File: src/rtl/riscv_mc_pkg.sv
// Shared types and encodings for the RISC-V multi-cycle controller: state enum,
// opcodes, datapath mux/ALU encodings and the per-state control word.
package riscv_mc_pkg;

    typedef enum logic [3:0] {
        S_FETCH,
        S_DECODE,
        S_MEMADR,
        S_MEMREAD,
        S_MEMWB,
        S_MEMWRITE,
        S_EXEC_R,
        S_EXEC_I,
        S_ALUWB,
        S_BRANCH,
        S_JAL,
        S_JALR_CALC,
        S_JALR_JUMP,
        S_LUI,
        S_HALT
    } state_t;

    localparam logic [6:0] OP_R    = 7'b0110011;
    localparam logic [6:0] OP_I    = 7'b0010011;
    localparam logic [6:0] OP_S    = 7'b0100011;
    localparam logic [6:0] OP_B    = 7'b1100011;
    localparam logic [6:0] OP_U    = 7'b0110111;
    localparam logic [6:0] OP_J    = 7'b1101111;
    localparam logic [6:0] OP_LW   = 7'b0000011;
    localparam logic [6:0] OP_JALR = 7'b1100111;

    localparam logic [1:0] RES_ALUOUT = 2'b00;
    localparam logic [1:0] RES_DATA   = 2'b01;
    localparam logic [1:0] RES_ALU    = 2'b10;
    localparam logic [1:0] RES_IMM    = 2'b11;

    localparam logic [1:0] SRCA_PC    = 2'b00;
    localparam logic [1:0] SRCA_OLDPC = 2'b01;
    localparam logic [1:0] SRCA_RS1   = 2'b10;

    localparam logic [1:0] SRCB_RS2   = 2'b00;
    localparam logic [1:0] SRCB_IMM   = 2'b01;
    localparam logic [1:0] SRCB_FOUR  = 2'b10;

    localparam logic [1:0] ALUOP_ADD    = 2'b00;
    localparam logic [1:0] ALUOP_BRANCH = 2'b01;
    localparam logic [1:0] ALUOP_RTYPE  = 2'b10;
    localparam logic [1:0] ALUOP_ITYPE  = 2'b11;

    localparam logic [2:0] IMM_I = 3'b000;
    localparam logic [2:0] IMM_S = 3'b001;
    localparam logic [2:0] IMM_B = 3'b010;
    localparam logic [2:0] IMM_J = 3'b011;
    localparam logic [2:0] IMM_U = 3'b100;

    typedef struct packed {
        logic       pc_update;
        logic       branch;
        logic       adr_src;
        logic       mem_write;
        logic       ir_write;
        logic       reg_write;
        logic [1:0] result_src;
        logic [1:0] alu_src_a;
        logic [1:0] alu_src_b;
        logic [1:0] alu_op;
        logic       instr_done;
    } ctrl_t;

    function automatic logic is_known_op(input logic [6:0] op);
        return op inside {OP_R, OP_I, OP_S, OP_B, OP_U, OP_J, OP_LW, OP_JALR};
    endfunction

endpackage

File: src/rtl/riscv_imm_src_decode.sv
// Combinational opcode -> immediate-format select; anything without an S/B/J/U
// immediate (including unknown opcodes) maps to the I format.
module riscv_imm_src_decode
    import riscv_mc_pkg::*;
(
    input  logic [6:0] op,
    output logic [2:0] immSrc
);

    always_comb begin
        case (op)
            OP_S:    immSrc = IMM_S;
            OP_B:    immSrc = IMM_B;
            OP_J:    immSrc = IMM_J;
            OP_U:    immSrc = IMM_U;
            default: immSrc = IMM_I;
        endcase
    end

endmodule

File: src/rtl/riscv_multicycle_controller.sv
// Main FSM of the multi-cycle RISC-V datapath with memory-ready stalls and a
// wait timeout. Define ILLEGAL_OP_TRAP_EN to halt on unknown opcodes.
module riscv_multicycle_controller
    import riscv_mc_pkg::*;
#(
    parameter int MAX_WAIT = 15
)
(
    input  logic       clk,
    input  logic       rst,
    input  logic [6:0] op,
    input  logic       brCond,
    input  logic       memReady,
    output logic       pcWrite,
    output logic       adrSrc,
    output logic       memWrite,
    output logic       irWrite,
    output logic       regWrite,
    output logic [1:0] resultSrc,
    output logic [1:0] ALUSrcA,
    output logic [1:0] ALUSrcB,
    output logic [1:0] ALUOp,
    output logic [2:0] immSrc,
    output logic       memErr,
    output logic       instrDone
`ifdef ILLEGAL_OP_TRAP_EN
    ,
    output logic       illegalOp
`endif
);

    localparam int CW = $clog2(MAX_WAIT + 1);

    state_t        state;
    logic [CW-1:0] wait_cnt;
    logic          mem_err_q;
    logic          mem_state;
    logic          timeout;
    ctrl_t         ctrl;
    logic [2:0]    imm_src_dec;
`ifdef ILLEGAL_OP_TRAP_EN
    logic          illegal_q;
`endif

    // The timeout cycle is the one that starts with MAX_WAIT stalls already counted.
    assign mem_state = (state == S_FETCH) || (state == S_MEMREAD) || (state == S_MEMWRITE);
    assign timeout   = mem_state && !memReady && (wait_cnt == CW'(MAX_WAIT));

    // NOTE: sequential state uses non-blocking assignments so every register sees pre-edge values.
    always_ff @(posedge clk) begin
        if (rst) begin
            state     <= S_FETCH;
            wait_cnt  <= '0;
            mem_err_q <= 1'b0;
`ifdef ILLEGAL_OP_TRAP_EN
            illegal_q <= 1'b0;
`endif
        end else if (timeout) begin
            state     <= S_HALT;
            wait_cnt  <= '0;
            mem_err_q <= 1'b1;
        end else begin
            wait_cnt <= (mem_state && !memReady) ? wait_cnt + 1'b1 : '0;
            case (state)
                S_FETCH:     if (memReady) state <= S_DECODE;
                S_DECODE: begin
                    case (op)
                        OP_LW, OP_S: state <= S_MEMADR;
                        OP_R:        state <= S_EXEC_R;
                        OP_I:        state <= S_EXEC_I;
                        OP_B:        state <= S_BRANCH;
                        OP_J:        state <= S_JAL;
                        OP_JALR:     state <= S_JALR_CALC;
                        OP_U:        state <= S_LUI;
                        default: begin
`ifdef ILLEGAL_OP_TRAP_EN
                            state     <= S_HALT;
                            illegal_q <= 1'b1;
`else
                            state     <= S_FETCH;
`endif
                        end
                    endcase
                end
                S_MEMADR:    state <= (op == OP_LW) ? S_MEMREAD : S_MEMWRITE;
                S_MEMREAD:   if (memReady) state <= S_MEMWB;
                S_MEMWRITE:  if (memReady) state <= S_FETCH;
                S_EXEC_R,
                S_EXEC_I,
                S_JAL,
                S_JALR_JUMP: state <= S_ALUWB;
                S_JALR_CALC: state <= S_JALR_JUMP;
                S_MEMWB,
                S_ALUWB,
                S_BRANCH,
                S_LUI:       state <= S_FETCH;
                default:     state <= S_HALT;
            endcase
        end
    end

    // NOTE: the control word gets a full default first so no output can infer a latch.
    always_comb begin
        ctrl = '0;
        case (state)
            S_FETCH: begin
                ctrl.alu_src_b  = SRCB_FOUR;
                ctrl.result_src = RES_ALU;
                ctrl.ir_write   = memReady;
                ctrl.pc_update  = memReady;
            end
            S_DECODE: begin
                ctrl.alu_src_a = SRCA_OLDPC;
                ctrl.alu_src_b = SRCB_IMM;
`ifndef ILLEGAL_OP_TRAP_EN
                ctrl.instr_done = !is_known_op(op);
`endif
            end
            S_MEMADR: begin
                ctrl.alu_src_a = SRCA_RS1;
                ctrl.alu_src_b = SRCB_IMM;
            end
            S_MEMREAD:   ctrl.adr_src = 1'b1;
            S_MEMWB: begin
                ctrl.result_src = RES_DATA;
                ctrl.reg_write  = 1'b1;
                ctrl.instr_done = 1'b1;
            end
            S_MEMWRITE: begin
                ctrl.adr_src    = 1'b1;
                ctrl.mem_write  = !timeout;
                ctrl.instr_done = memReady;
            end
            S_EXEC_R: begin
                ctrl.alu_src_a = SRCA_RS1;
                ctrl.alu_src_b = SRCB_RS2;
                ctrl.alu_op    = ALUOP_RTYPE;
            end
            S_EXEC_I: begin
                ctrl.alu_src_a = SRCA_RS1;
                ctrl.alu_src_b = SRCB_IMM;
                ctrl.alu_op    = ALUOP_ITYPE;
            end
            S_ALUWB: begin
                ctrl.result_src = RES_ALUOUT;
                ctrl.reg_write  = 1'b1;
                ctrl.instr_done = 1'b1;
            end
            S_BRANCH: begin
                ctrl.alu_src_a  = SRCA_RS1;
                ctrl.alu_src_b  = SRCB_RS2;
                ctrl.alu_op     = ALUOP_BRANCH;
                ctrl.result_src = RES_ALUOUT;
                ctrl.branch     = 1'b1;
                ctrl.instr_done = 1'b1;
            end
            S_JAL, S_JALR_JUMP: begin
                ctrl.alu_src_a  = SRCA_OLDPC;
                ctrl.alu_src_b  = SRCB_FOUR;
                ctrl.alu_op     = ALUOP_ADD;
                ctrl.result_src = RES_ALUOUT;
                ctrl.pc_update  = 1'b1;
            end
            S_JALR_CALC: begin
                ctrl.alu_src_a = SRCA_RS1;
                ctrl.alu_src_b = SRCB_IMM;
            end
            S_LUI: begin
                ctrl.result_src = RES_IMM;
                ctrl.reg_write  = 1'b1;
                ctrl.instr_done = 1'b1;
            end
            default: ctrl = '0;
        endcase
        if (rst) ctrl = '0;
    end

    riscv_imm_src_decode u_imm_src_decode (
        .op     (op),
        .immSrc (imm_src_dec)
    );

    assign pcWrite   = ctrl.pc_update | (ctrl.branch & brCond);
    assign adrSrc    = ctrl.adr_src;
    assign memWrite  = ctrl.mem_write;
    assign irWrite   = ctrl.ir_write;
    assign regWrite  = ctrl.reg_write;
    assign resultSrc = ctrl.result_src;
    assign ALUSrcA   = ctrl.alu_src_a;
    assign ALUSrcB   = ctrl.alu_src_b;
    assign ALUOp     = ctrl.alu_op;
    assign instrDone = ctrl.instr_done;
    assign immSrc    = rst ? 3'b000 : imm_src_dec;
    assign memErr    = mem_err_q & ~rst;
`ifdef ILLEGAL_OP_TRAP_EN
    assign illegalOp = illegal_q & ~rst;
`endif

endmodule

File: config.mk
export PLATFORM = sky130hd
export DESIGN_NAME = riscv_multicycle_controller
export DESIGN_NICKNAME = d
export VERILOG_FILES = /design/src/rtl/riscv_mc_pkg.sv /design/src/rtl/riscv_imm_src_decode.sv /design/src/rtl/riscv_multicycle_controller.sv
export SDC_FILE = /design/constraint.sdc
export NUM_CORES = 1
export LEC_CHECK = 0
export ABC_AREA = 0
export BUFFER_PORTS_ARGS = -buffer_cell sky130_fd_sc_hd__buf_2
export CORE_UTILIZATION = 46
export DETAILED_ROUTE_END_ITERATION = 6
export PLACE_DENSITY_LB_ADDON = 0.2
export SYNTH_ARGS = -nofsm -noshare
export SYNTH_HDL_FRONTEND = slang
export SYNTH_SLANG_ARGS = --single-unit
File: constraint.sdc
create_clock -name clk -period 1.44 [get_ports clk]
set_input_delay 0.288 -clock clk [delete_from_list [all_inputs] [get_ports clk]]
set_output_delay 0.288 -clock clk [all_outputs]
set_load 0.005 [all_outputs]
==> metrics.md, run 1 <==
| Metric | Value |
|---|---|
| Status | stopped before the end |
| Failing step | global routing (5_1_grt) |
| Error message | [ERROR DPL-0038] Utilization greater than 100%, impossible to legalize |
| Worst slack, placed | -0.244 ns |
| # rows | 16 |
| Final GP Congestion | 0.876 |
| Yosys cell types | 44 |
| Sequential share of the synthesized area | 18.5% |
| CTS Buf Count | 3 |
| # clock sinks | 9 |
| CTS hold repair buffers | 0 |
| H-tree depth | 1 |
| Largest net degree at the start of global routing | 14 |
| CTS Root Cell | clkbuf_4 |
| Synthesized area per cell | 6.81 um2 |
| Hpwl dp | 2.38 mm |
| Chip Width | 48 um |
| Die H | 48 um |
| Count of flip-flops with a built-in enable after synthesis | 0 |
| Starting Density | 49.1% |
| Placed instance area | 1400 um2 |
| # port buffers | 28 |
| Syn nets | 155 |
| Top_reg_cell synth | dfxtp_1 |
| Syn. warnings | 0 |
| Worst_ep grt | memWrite |
| Fraction of registers with async set/reset | 0% |
| WEP type | top-level output |
| Post-Syn Instances | 143 |
| Syn Std Cell Area | 973 um2 |
| I/O Pins | 29 |
| Clk buf depth | 2 |
| Flops & latches, synth | 9 |
==> through the flow <==
stage / instances / TNS, ns / utilization [%] / hold WS, ns
4_1_cts: 236 / -3.25 / 87.3 / 0.373
2_1_floorplan: 143 / -0.0192 / - / 0.418
3_3_place_gp: 223 / -1.33 / 70.4 / 0.432
3_5_place_dp: 223 / -2.03 / 70.4 / 0.440
==> cell usage after synthesis (2+ instances only) <==
cell type | count | area share (%)
dfxtp_1 | 9 | 19
xor2_1 | 3 | 2.7
nor3_1 | 12 | 6.2
xnor2_1 | 3 | 2.7
o21a_1 | 2 | 1.5
buf_2 | 7 | 3.6
o21ai_0 | 6 | 3.1
nand2_1 | 6 | 2.3
nand3_1 | 7 | 3.6
a221oi_1 | 2 | 1.8
a31oi_1 | 3 | 1.9
mux2i_1 | 2 | 2.1
o2111a_1 | 2 | 2.3
nor2_1 | 21 | 8.1
nor4_1 | 3 | 1.9
nor2b_1 | 4 | 2.6
a21oi_1 | 10 | 5.1
or3_1 | 4 | 2.6
inv_1 | 6 | 2.3
nand2b_1 | 5 | 3.2
clkbuf_1 | 3 | 1.2
==> cells by family after synthesis <==
kind of cell | share of synthesized area [%]
simple gates | 39.1
compound gates | 25.5
buf+inv | 8.23
flops | 18.5
xor+xnor | 5.40
mux | 2.06
fa+ha+maj | 1.29
==> repair_timing <==
action	CTS
endpoints found under the setup margin	25
buffers inserted	9
pin swaps	17
gates resized for setup	64
==> run 2: changes to the inputs <==
--- a/config.mk
+++ b/config.mk
@@ -7,9 +7,10 @@
 export LEC_CHECK = 0
 export ABC_AREA = 0
 export BUFFER_PORTS_ARGS = -buffer_cell sky130_fd_sc_hd__buf_2
-export CORE_UTILIZATION = 46
+export CORE_AREA = 2 2 63 65
 export DETAILED_ROUTE_END_ITERATION = 6
-export PLACE_DENSITY_LB_ADDON = 0.2
+export DIE_AREA = 0 0 65 67
+export PLACE_DENSITY_LB_ADDON = 0.15
 export SYNTH_ARGS = -nofsm -noshare
 export SYNTH_HDL_FRONTEND = slang
 export SYNTH_SLANG_ARGS = --single-unit
==> constraint.sdc (replaced) <==
create_clock -name clk -period 1.9 [get_ports clk]
set_input_delay 0.38 -clock clk [delete_from_list [all_inputs] [get_ports clk]]
set_output_delay 0.38 -clock clk [all_outputs]
set_load 0.005 [all_outputs]
==> run 2 against run 1 <==
  * The run now ends clean
  * Synthesized cell count unchanged
  * Synthesized area unchanged
==> metrics.md, run 2 <==
| Metric | Value |
|---|---|
| Status | complete, no violations |
| Placed instance area | 1260 um2 (-10%) |
| RSZ-0062 raised after global routing | yes |
| Sequential share of the synthesized area | 18.5% (unchanged) |
| DR vias/cell | 5.25 |
| Final Hold Viols | 0 |
| Fmax | 528 MHz |
| Clk buf depth | 2 (unchanged) |
| Core ar. | 3610 um2 |
| Worst hold path type | flop to flop |
| Skew-Pair Late Insertion Delay | 0.23 ns |
| Syn Std Cell Area | 973 um2 (unchanged) |
| Global route total overflow | 0 |
| Die H | 67 um (+40%) |
| Post-route clock period utilization | 99.7% |
| Final setup vio count | 0 |
| Count of flip-flops with a built-in enable after synthesis | 0 (unchanged) |
| Most frequent cells after synthesis | nor2_1 (21), nor3_1 (12), a21oi_1 (10) |
| Commonest cells after routing, fill and taps aside | buf_2 (28), nor2_1 (20), buf_4 (16), nor3_1 (12), a21oi_1 (10) |
| Fin nets | 193 |
| Flops & latches, synth | 9 (unchanged) |
| Area of the multi-input gates | 753 um2 |
| Fraction of registers with async set/reset | 0% (unchanged) |
| Fin Setup TNS | 0 ns |
| Die area | 4360 um2 |
| Post-CTS setup buffer count | 0 (-9) |
| Max-slew headroom | 79.6% |
| Top_reg_cell synth | dfxtp_1 |
| Final GP Congestion | 0.737 (-16%) |
| Syn nets | 155 (unchanged) |
| Post-detailed-routing wire length | 3.09 mm |
| Worst Path Arrival | 1.52 ns |
| # rows | 22 (+6) |
| Top-count cell post-synth | nor2_1 |
| Ant diodes | 0 |
| # clock sinks | 9 (unchanged) |
| Post-Syn Instances | 143 (unchanged) |
| CP startpoint kind | primary input |
| # port buffers | 28 (unchanged) |
| CTS Buf Count | 3 (unchanged) |
| Crit path max fanout | 3 |
| CP required | 1.52 ns |
| Most frequent CP cell | buf_2 |
| Fin util | 37.4% |
| Max Clock Skew | 0.00200 ns |
| CTS tree | done |
| P&R area growth vs syn | 38.6% |
| CP endpoint kind | output port |
| Final instance area | 1350 um2 |
| Clock-pin slew on the worst setup and hold paths | 0.04 ns |
| DRT iter0 DRCs | 65 |
| Overall power | 1040 uW |
| Drc violations | 0 |
| Synthesized area per cell | 6.81 um2 (unchanged) |
| Layout cells sized above 1 | 36.1% |
| Hpwl dp | 2.37 mm (about the same) |
| Register cell area after layout | 188 um2 |
| Global Route Usage Sum | 15.2% |
| Fillers | 397 |
| Cell Pwr Density | 771 nW/um2 |
| Slowest stage delay, CP | 0.48 ns |
| Commonest non-fill, non-tap cell in the layout | buf_2 |
| Drt pass-1 iters | 4 |
| Area leader, netlist | dfxtp_1 |
| Slew @ Worst Pin | 0.305 ns |
| Vias in the first global route | 1146 |
| Minimum clock period | 1.90 ns |
| Slowest CP cell | or3_2 |
| Max Slew Vio Count | 0 |
| Max Cap Viol | 0 |
| Via count | 1198 |
| I/O Pins | 29 (unchanged) |
| First-pass GRT wire length | 5.21 mm |
| DR WL/cell | 13.6 um |
| Antenna-violating nets left | 0 |
| Syn. warnings | 0 (unchanged) |
| Worst path cell trace | buf_2 -> or3_2 -> a2111oi_2 -> buf_2 |
| Largest net degree at the start of global routing | 22 |
| CTS Root Cell | clkbuf_8 |
| Yosys cell types | 44 (unchanged) |
| Starting Density | 27.0% (-22 points) |
| Largest regs | state: 4 flops, wait_cnt: 4 flops, mem_err_q: 1 flops |
| Synth area leaders | dfxtp_1 (19%), nor2_1 (8.1%), nor3_1 (6.2%), a21oi_1 (5.1%), buf_2 (3.6%) |
| Peak VDD IR | 0.000438 V |
| Critical setup path kind | primary input to output port |
| Synth top area share | 18.5% (unchanged) |
| Leak | 0.000571 uW |
| H-tree depth | 1 (unchanged) |
| Antenna violations before repair | 0 |
| Chip Width | 65 um (+35%) |
## run 2: timing repair
item | CTS | global route
gates resized for setup | 7 | 8
setup endpoints to repair | 7 | 11
hold endpoints to repair | 0 | 0
pin swaps | 1 | 0
hold buffers | 0 | 0
## run 2: logic make-up after synthesis
logic type      count (synthesis)  share of synthesized area [%]
compound gates                 36                           25.5
flops                           9                           18.5
buf+inv                        18                           8.23
simple gates                   71                           39.1
xor+xnor                        6                           5.40
mux                             2                           2.06
fa+ha+maj                       1                           1.29
## run 2: worst paths after layout
path,from,endpoint,slack [ns],cells past startpoint
worst max-delay path,op[3],immSrc[0],0.005,4
worst min-delay path,wait_cnt[0]$_SDFF_PP0_,wait_cnt[0]$_SDFF_PP0_,0.46,1
worst max register to register,state[2]$_SDFFE_PP0P_,state[1]$_SDFFE_PP0P_,0.25,6
worst min register to register,wait_cnt[0]$_SDFF_PP0_,wait_cnt[0]$_SDFF_PP0_,0.46,1
## run 2: power breakdown
| group | switching (uW) | total, uW | internal [uW] |
|---|---|---|---|
| Combinational | 304 | 565 | 261 |
| Sequential | 35.5 | 252 | 216 |
| Clock | 77.3 | 224 | 146 |
## run 2: critical path: cells and delay by family
family          cells  cell delay [ns]
simple gates        1             0.48
compound gates      1             0.37
buf+inv             2             0.28
## run 2: metrics by stage
| step | hold slack (ns) | instances | setup slack [ns] |
|---|---|---|---|
| final | 0.457 | 228 | 0.00485 |
| after global routing | 0.485 | 228 | -0.0716 |
| after CTS | 0.455 | 228 | -0.00207 |
| after detailed placement | 0.445 | 224 | -0.0169 |
| after global placement | 0.427 | 224 | 0.0112 |
| after floorplan | 0.418 | 143 | 0.0816 |
## run 2: area by class of cell
| type | instances | share of cell area, % |
|---|---|---|
| multi-input combinational | 116 | 55.8 |
| timing repair buffer | 45 | 20.8 |
| sequential | 9 | 13.9 |
| tap | 48 | 4.45 |
| clock buffer | 4 | 3.34 |
| inverter | 6 | 1.67 |
## run 2: metal layers
layer	vias to the layer above	GRT usage, %	part of all wire, %
li1	593	-	-
met3	4	2.70	6.4
met5	-	0	0
met1	562	18.7	42
met4	0	1.60	0.81
met2	39	28.2	50
No activity file was read; power rests on OpenSTA's default activity.
==> run 3: changes to the inputs <==
--- a/config.mk
+++ b/config.mk
@@ -6,7 +6,7 @@
 export NUM_CORES = 1
 export LEC_CHECK = 0
 export ABC_AREA = 0
-export BUFFER_PORTS_ARGS = -buffer_cell sky130_fd_sc_hd__buf_2
+export BUFFER_PORTS_ARGS = -buffer_cell sky130_fd_sc_hd__buf_4
 export CORE_AREA = 2 2 63 65
 export DETAILED_ROUTE_END_ITERATION = 6
 export DIE_AREA = 0 0 65 67
==> run 3 against run 2 <==
  * Critical path depth up 1
  * Power up 11%
  * Sequential power up 4%
  * Fmax up 0.38%
  * Non-clock buffer count up 2
  * Final cell count up 0.88%
  * Critical path type is now flop to output port
  * Clock-buffer cell count unchanged
  * Clock skew up 0.0020 ns
  * Setup slack better by 0.0072 ns
  * Highest routed layer is now met3
  * Core utilization up 4.7 points
  * First-iteration DRC count down 48%
  * Via count down 1.2%
==> metrics.md, run 3 (same netlist as run 2, synthesis figures left out) <==
| Metric | Value |
|---|---|
| Status | complete, no violations |
| Cell Int Power | 712 uW (+14%) |
| Die area | 4360 um2 (unchanged) |
| Final setup vio count | 0 (unchanged) |
| Crit path max fanout | 8 (+5) |
| Cell Pwr Density | 761 nW/um2 (-1.3%) |
| I/O Pins | 29 (unchanged) |
| Peak VDD IR | 0.000645 V (+47%) |
| Drt pass-1 iters | 3 (-1) |
| Max Slew Vio Count | 0 (unchanged) |
| DRT iter0 DRCs | 34 (-48%) |
| Largest regs | state: 4 flops, wait_cnt: 4 flops, mem_err_q: 1 flops |
| CP required | 1.52 ns (about the same) |
| CP startpoint kind | flop |
| Skew-Pair Late Insertion Delay | 0.23 ns (about the same) |
| Final GP Congestion | 0.769 (+4.4%) |
| Fillers | 394 (-0.76%) |
| Fin nets | 195 (+1.0%) |
| Commonest non-fill, non-tap cell in the layout | buf_4 |
| Placed instance area | 1290 um2 (+2.8%) |
| H-tree depth | 1 (unchanged) |
| CTS Root Cell | clkbuf_8 |
| Antenna-violating nets left | 0 (unchanged) |
| Antenna violations before repair | 0 (unchanged) |
| Slowest stage delay, CP | 0.38 ns (-0.10 ns) |
| DR vias/cell | 5.15 (-2.0%) |
| Global Route Usage Sum | 15.2% (+0.066 points) |
| Comb power frac | 58.2% (+3.9 points) |
| Starting Density | 27.0% (unchanged) |
| # port buffers | 28 (unchanged) |
| Worst hold path type | flop to flop |
| Fmax | 530 MHz (+0.38%) |
| Slowest CP cell | dfxtp_4 |
| Core ar. | 3610 um2 (unchanged) |
| # clock sinks | 9 (unchanged) |
| Post-route clock period utilization | 99.4% (-0.38 points) |
| Via count | 1184 (-1.2%) |
| Clk buf depth | 2 (unchanged) |
| Hpwl dp | 2.25 mm (-5.1%) |
| Sequential power share | 22.6% (-1.6 points) |
| Max Cap Viol | 0 (unchanged) |
| Final instance area | 1520 um2 (+13%) |
| CP endpoint kind | output port |
| Fin util | 42.1% (+4.7 points) |
| CTS tree | done |
| Worst Path Arrival | 1.51 ns (about the same) |
| Commonest cells after routing, fill and taps aside | buf_4 (43), nor2_1 (19), nor3_1 (11), a21oi_1 (10), nand3_1 (7) |
| Max Clock Skew | 0.00404 ns (+0.00203 ns) |
| First-pass GRT wire length | 5.22 mm (+0.27%) |
| Final Hold Viols | 0 (unchanged) |
| Drc violations | 0 (unchanged) |
| Critical setup path kind | flop to output port |
| Minimum clock period | 1.89 ns (-0.00718 ns) |
| P&R area growth vs syn | 55.9% |
| Layout cells sized above 1 | 39.0% (+2.9 points) |
| Die H | 67 um (unchanged) |
| Sw frac | 38.4% (-1.7 points) |
| Chip Width | 65 um (unchanged) |
| # rows | 22 (unchanged) |
| Slew @ Worst Pin | 0.294 ns (-0.0111 ns) |
| Leak | 0.000605 uW (+5.9%) |
| Ant diodes | 0 (unchanged) |
| Switching pwr | 443 uW (+6.4%) |
| Clock-pin slew on the worst setup and hold paths | 0.05 ns (about the same) |
| DR WL/cell | 14.2 um (+4.6%) |
| Worst path cell trace | nor4b_4 -> a22o_1 -> and4_4 -> nor3_2 -> buf_4 |
| Clock Power Share | 19.2% (-2.3 points) |
| RSZ-0062 raised after global routing | yes |
| CTS Buf Count | 3 (unchanged) |
| Vias in the first global route | 1160 (+1.2%) |
| Overall power | 1160 uW (+11%) |
| Max-slew headroom | 80.4% (+0.74 points) |
| Largest net degree at the start of global routing | 22 (unchanged) |
| Global route total overflow | 0 (unchanged) |
| Post-detailed-routing wire length | 3.26 mm (+5.5%) |
| WHS | 0.445 ns (-0.0114 ns) |
[run 3: per-stage QoR]
stage | instances | setup slack [ns] | setup TNS, ns
final | 230 | 0.0120 | 0
after global routing | 230 | -0.0459 | -0.215
after CTS | 225 | 0.00159 | 0
after detailed placement | 221 | -0.0470 | -0.0470
after global placement | 221 | -0.0395 | -0.0395
after floorplan | 143 | 0.0816 | 0
[run 3: layout make-up]
cell class | instances | area (um2) | share of cell area, %
Tap cell | 48 | 60.1 | 3.96
Inverter | 6 | 26.3 | 1.73
Sequential cell | 9 | 193 | 12.7
Clock buffer | 4 | 45.0 | 2.97
Timing Repair Buffer | 47 | 398 | 26.2
Multi-Input combinational cell | 116 | 796 | 52.4
[run 3: layer usage]
layer	wire (um)	GRT usage (%)	share of wire, %
met1	1450	18.1	44
met2	1700	28.5	52
met3	114	3.38	3.5
met4	0	2.13	0
met5	0	0	0
[run 3: power by group through the flow]
stage	logic (uW)	registers, uW	clock network [uW]
after floorplan	375	226	0
after global placement	551	245	0
after detailed placement	557	245	0
after CTS	580	252	228
after global routing	742	265	242
final	672	261	222
[run 3: repair_timing]
action,CTS,global route
endpoints found under the hold margin,0,0
hold buffers,0,0
pin swaps,0,6
setup endpoints to repair,9,10
resized for setup,16,19
setup buffers,0,5
[run 3: path summary, 6_finish.rpt]
check	depth (start not counted)	slack [ns]	endpoint	start
worst max-delay path	5	0.01	memWrite	state[1]$_SDFFE_PP0P_
worst min-delay path	1	0.45	wait_cnt[0]$_SDFF_PP0_	wait_cnt[0]$_SDFF_PP0_
worst max register to register	6	0.13	state[2]$_SDFFE_PP0P_	state[1]$_SDFFE_PP0P_
worst min register to register	1	0.45	wait_cnt[0]$_SDFF_PP0_	wait_cnt[0]$_SDFF_PP0_
[run 3: worst max-delay path, delay by kind of cell, from the launching register on]
kind,cells,cell delay [ns]
buffers and inverters,1,0.13
AOI/OAI and AO/OA,1,0.19
DFF,1,0.38
and+or+nand+nor,3,0.57
==> run 4: changes to the inputs <==
--- a/config.mk
+++ b/config.mk
@@ -13,4 +13,6 @@
 export PLACE_DENSITY_LB_ADDON = 0.15
 export SYNTH_ARGS = -nofsm -noshare
 export SYNTH_HDL_FRONTEND = slang
+export SYNTH_HIERARCHICAL = 1
 export SYNTH_SLANG_ARGS = --single-unit
+export TNS_END_PERCENT = 100
==> run 4 against run 3 <==
  * The run now ends with setup timing left
  * Register-to-register slack barely moved
  * Power up 51%
  * Core utilization decreased by 2.3 points
  * Largest cell class unchanged
  * Largest power group unchanged
  * Highest routed layer is now met4
==> metrics.md, run 4 <==
| Metric | Value |
|---|---|
| Slew @ Worst Pin | 0.494 ns (+0.200 ns) |
| Top_reg_cell synth | dfxtp_1 |
| Yosys cell types | 47 (+6.8%) |
| Hpwl dp | 2.32 mm (+3.1%) |
| CTS Buf Count | 3 (unchanged) |
| Synth area leaders | dfxtp_1 (18%), nor2_1 (6.3%), nor3_1 (5.9%), nor2b_1 (4.9%), a21oi_1 (4.4%) |
| P&R area growth vs syn | 41.6% |
| Core ar. | 3610 um2 (unchanged) |
| Fmax | 519 MHz (-2.0%) |
| # port buffers | 28 (unchanged) |
| Reg2Reg Depth | 7 (+1) |
| Switching pwr | 728 uW (+64%) |
| Drt pass-1 iters | 4 (+1) |
| CP endpoint kind | output port |
| Commonest cells after routing, fill and taps aside | buf_4 (43), nor2_1 (15), nor3_1 (12), nand2_1 (9) |
| Post-Syn Instances | 146 (+2.1%) |
| Top-count cell post-synth | nor2_1 |
| Hold path depth | 1 (unchanged) |
| Die H | 67 um (unchanged) |
| Final Worst Setup Slack | -0.0268 ns (-0.0389 ns) |
| Final GP Congestion | 0.864 (+12%) |
| Worst slack, placed | 0.0805 ns (+0.127 ns) |
| Flops & latches, synth | 9 (unchanged) |
| WHS | 0.449 ns (+0.00407 ns) |
| CTS Root Cell | clkbuf_8 |
| Clk buf depth | 2 (unchanged) |
| Placed instance count | 224 (+1.4%) |
| Max-slew headroom | 66.2% (-14 points) |
| DR WL/cell | 13.5 um (-4.6%) |
| Vias in the first global route | 1163 (+0.26%) |
| Antenna-violating nets left | 0 (unchanged) |
| Largest net degree at the start of global routing | 19 (-14%) |
| CTS tree | done |
| Comb power frac | 69.1% (+11 points) |
| Syn. warnings | 6 (+6) |
| Fin nets | 196 (+0.51%) |
| Cell Int Power | 1020 uW (+43%) |
| Final Non-Filler Cells | 231 (+0.43%) |
| Area leader, netlist | dfxtp_1 |
| # clock sinks | 9 (unchanged) |
| Global route total overflow | 0 (unchanged) |
| Status | complete, but fails checks |
| Global Route Usage Sum | 15.4% (+0.13 points) |
| First-pass GRT wire length | 5.26 mm (+0.65%) |
| Max Cap Viol | 0 (unchanged) |
| Layout cells sized above 1 | 35.0% (-4.0 points) |
| Die area | 4360 um2 (unchanged) |
| Cell Pwr Density | 1220 nW/um2 (+60%) |
| Clock Power Share | 12.6% (-6.6 points) |
| RSZ-0062 raised after global routing | yes |
| Drc violations | 0 (unchanged) |
| I/O Pins | 29 (unchanged) |
| Sequential share of the synthesized area | 17.8% (-0.75 points) |
| Minimum clock period | 1.93 ns (+0.0389 ns) |
| Largest regs | state: 4 flops, wait_cnt: 4 flops, mem_err_q: 1 flops |
| CP required | 1.52 ns (about the same) |
| H-tree depth | 1 (unchanged) |
| Count of flip-flops with a built-in enable after synthesis | 0 (unchanged) |
| Final Hold Viols | 0 (unchanged) |
| CP startpoint kind | flop |
| Critical setup path kind | flop to output port |
| Post-detailed-routing wire length | 3.12 mm (-4.2%) |
| Sequential power share | 18.3% (-4.3 points) |
| Crit path max fanout | 6 (-2) |
| Chip Width | 65 um (unchanged) |
| Final setup vio count | 1 (+1) |
| Worst Path Arrival | 1.55 ns (+0.04 ns) |
| Post-route clock period utilization | 101% (+2.0 points) |
| Syn nets | 158 (+1.9%) |
| DRT iter0 DRCs | 25 (-26%) |
| Skew-Pair Late Insertion Delay | 0.23 ns (about the same) |
| Sw frac | 41.7% (+3.3 points) |
| # rows | 22 (unchanged) |
| DR vias/cell | 5.11 (-0.69%) |
| Starting Density | 28.1% (+1.1 points) |
| Ant diodes | 0 (unchanged) |
| Failing checks | setup timing |
| Peak VDD IR | 0.000651 V (+0.98%) |
| Syn Std Cell Area | 1010 um2 (+4.2%) |
| Synthesized area per cell | 6.95 um2 (+2.1%) |
| Fraction of registers with async set/reset | 0% (unchanged) |
| Most frequent cells after synthesis | nor2_1 (17), nor3_1 (12), a21oi_1 (9), dfxtp_1 (9), nand2_1 (9) |
| Max Clock Skew | 0.00128 ns (-0.00276 ns) |
| Leak | 0.000586 uW (-3.0%) |
| Max Slew Vio Count | 0 (unchanged) |
| Antenna violations before repair | 0 (unchanged) |
| CTS hold repair buffers | 0 (unchanged) |
| Synth top area share | 17.8% (-0.75 points) |
| Clock-pin slew on the worst setup and hold paths | 0.04 ns (about the same) |
| Worst hold path type | flop to flop |
| Commonest non-fill, non-tap cell in the layout | buf_4 |
| Via count | 1181 (-0.25%) |
[run 4: cell count changes after synthesis, sizes merged, moves of 3 or more]
cell | before | now
nand2 | 6 | 9
nor2b | 4 | 8
and3 | 1 | 6
clkbuf | 3 | 7
buf | 9 | 5
a211oi | 0 | 3
nor2 | 21 | 17
o21ai | 6 | 3
[run 4: logic make-up after synthesis]
group           Yosys count  synth area share [%]
xor+xnor                  6                  5.18
simple gates             79                  43.5
flops                     9                  17.8
mux                       1                 0.986
fa+ha+maj                 1                  1.23
buf+inv                  17                  8.26
compound gates           33                  23.1
[run 4: what timing repair did]
item | in CTS | in global routing
pin swaps | 3 | 1
setup buffers | 3 | 0
endpoints found under the setup margin | 10 | 7
gates resized for setup | 10 | 5
[run 4: final timing paths]
path	slack (ns)	to	from
min reg2reg	0.45	wait_cnt[0]$_SDFF_PP0_	wait_cnt[0]$_SDFF_PP0_
min	0.45	wait_cnt[0]$_SDFF_PP0_	wait_cnt[0]$_SDFF_PP0_
max	-0.03	instrDone	state[3]$_SDFFE_PP0P_
max reg2reg	0.13	state[0]$_SDFFE_PP0P_	state[0]$_SDFFE_PP0P_
[run 4: area by class of cell]
class / count / area (um2)
clock buffers: 4 / 45.0
fillers: 404 / 2170
inverters: 5 / 18.8
multi-input cells: 120 / 777
flip-flops and latches: 9 / 190
well taps: 48 / 60.1
repair buffers: 45 / 345
[run 4: worst max-delay path, stage by stage, from the launching register on]
cell,delay (ns)
dfxtp_2,0.34
or4b_4,0.56
a211oi_2,0.17
o21a_1,0.15
buf_4,0.10
[run 4: layer usage]
metal / vias to the layer above / routed length, um / track usage [%]
li1: 608 / - / -
met1: 539 / 1520 / 19.2
met2: 29 / 1420 / 26.2
met3: 5 / 156 / 2.87
met4: 0 / 35 / 5.59
met5: - / 0 / 0
[run 4: stage by stage]
stage	setup TNS (ns)	util [%]	total power (uW)	area, um2
after floorplan	0	-	990	1010
after global placement	0	36.7	1410	1330
after detailed placement	0	36.7	1410	1330
after CTS	-0.0545	39.3	1720	1420
after global routing	-0.320	39.8	1900	1440
final	-0.0268	39.8	1750	1440
[run 4: power by group through the flow]
stage	clock network (uW)	registers [uW]	logic, uW
after floorplan	0	261	729
after CTS	229	314	1180
after detailed placement	0	309	1100
final	220	319	1210
after global routing	241	329	1330
after global placement	0	311	1100
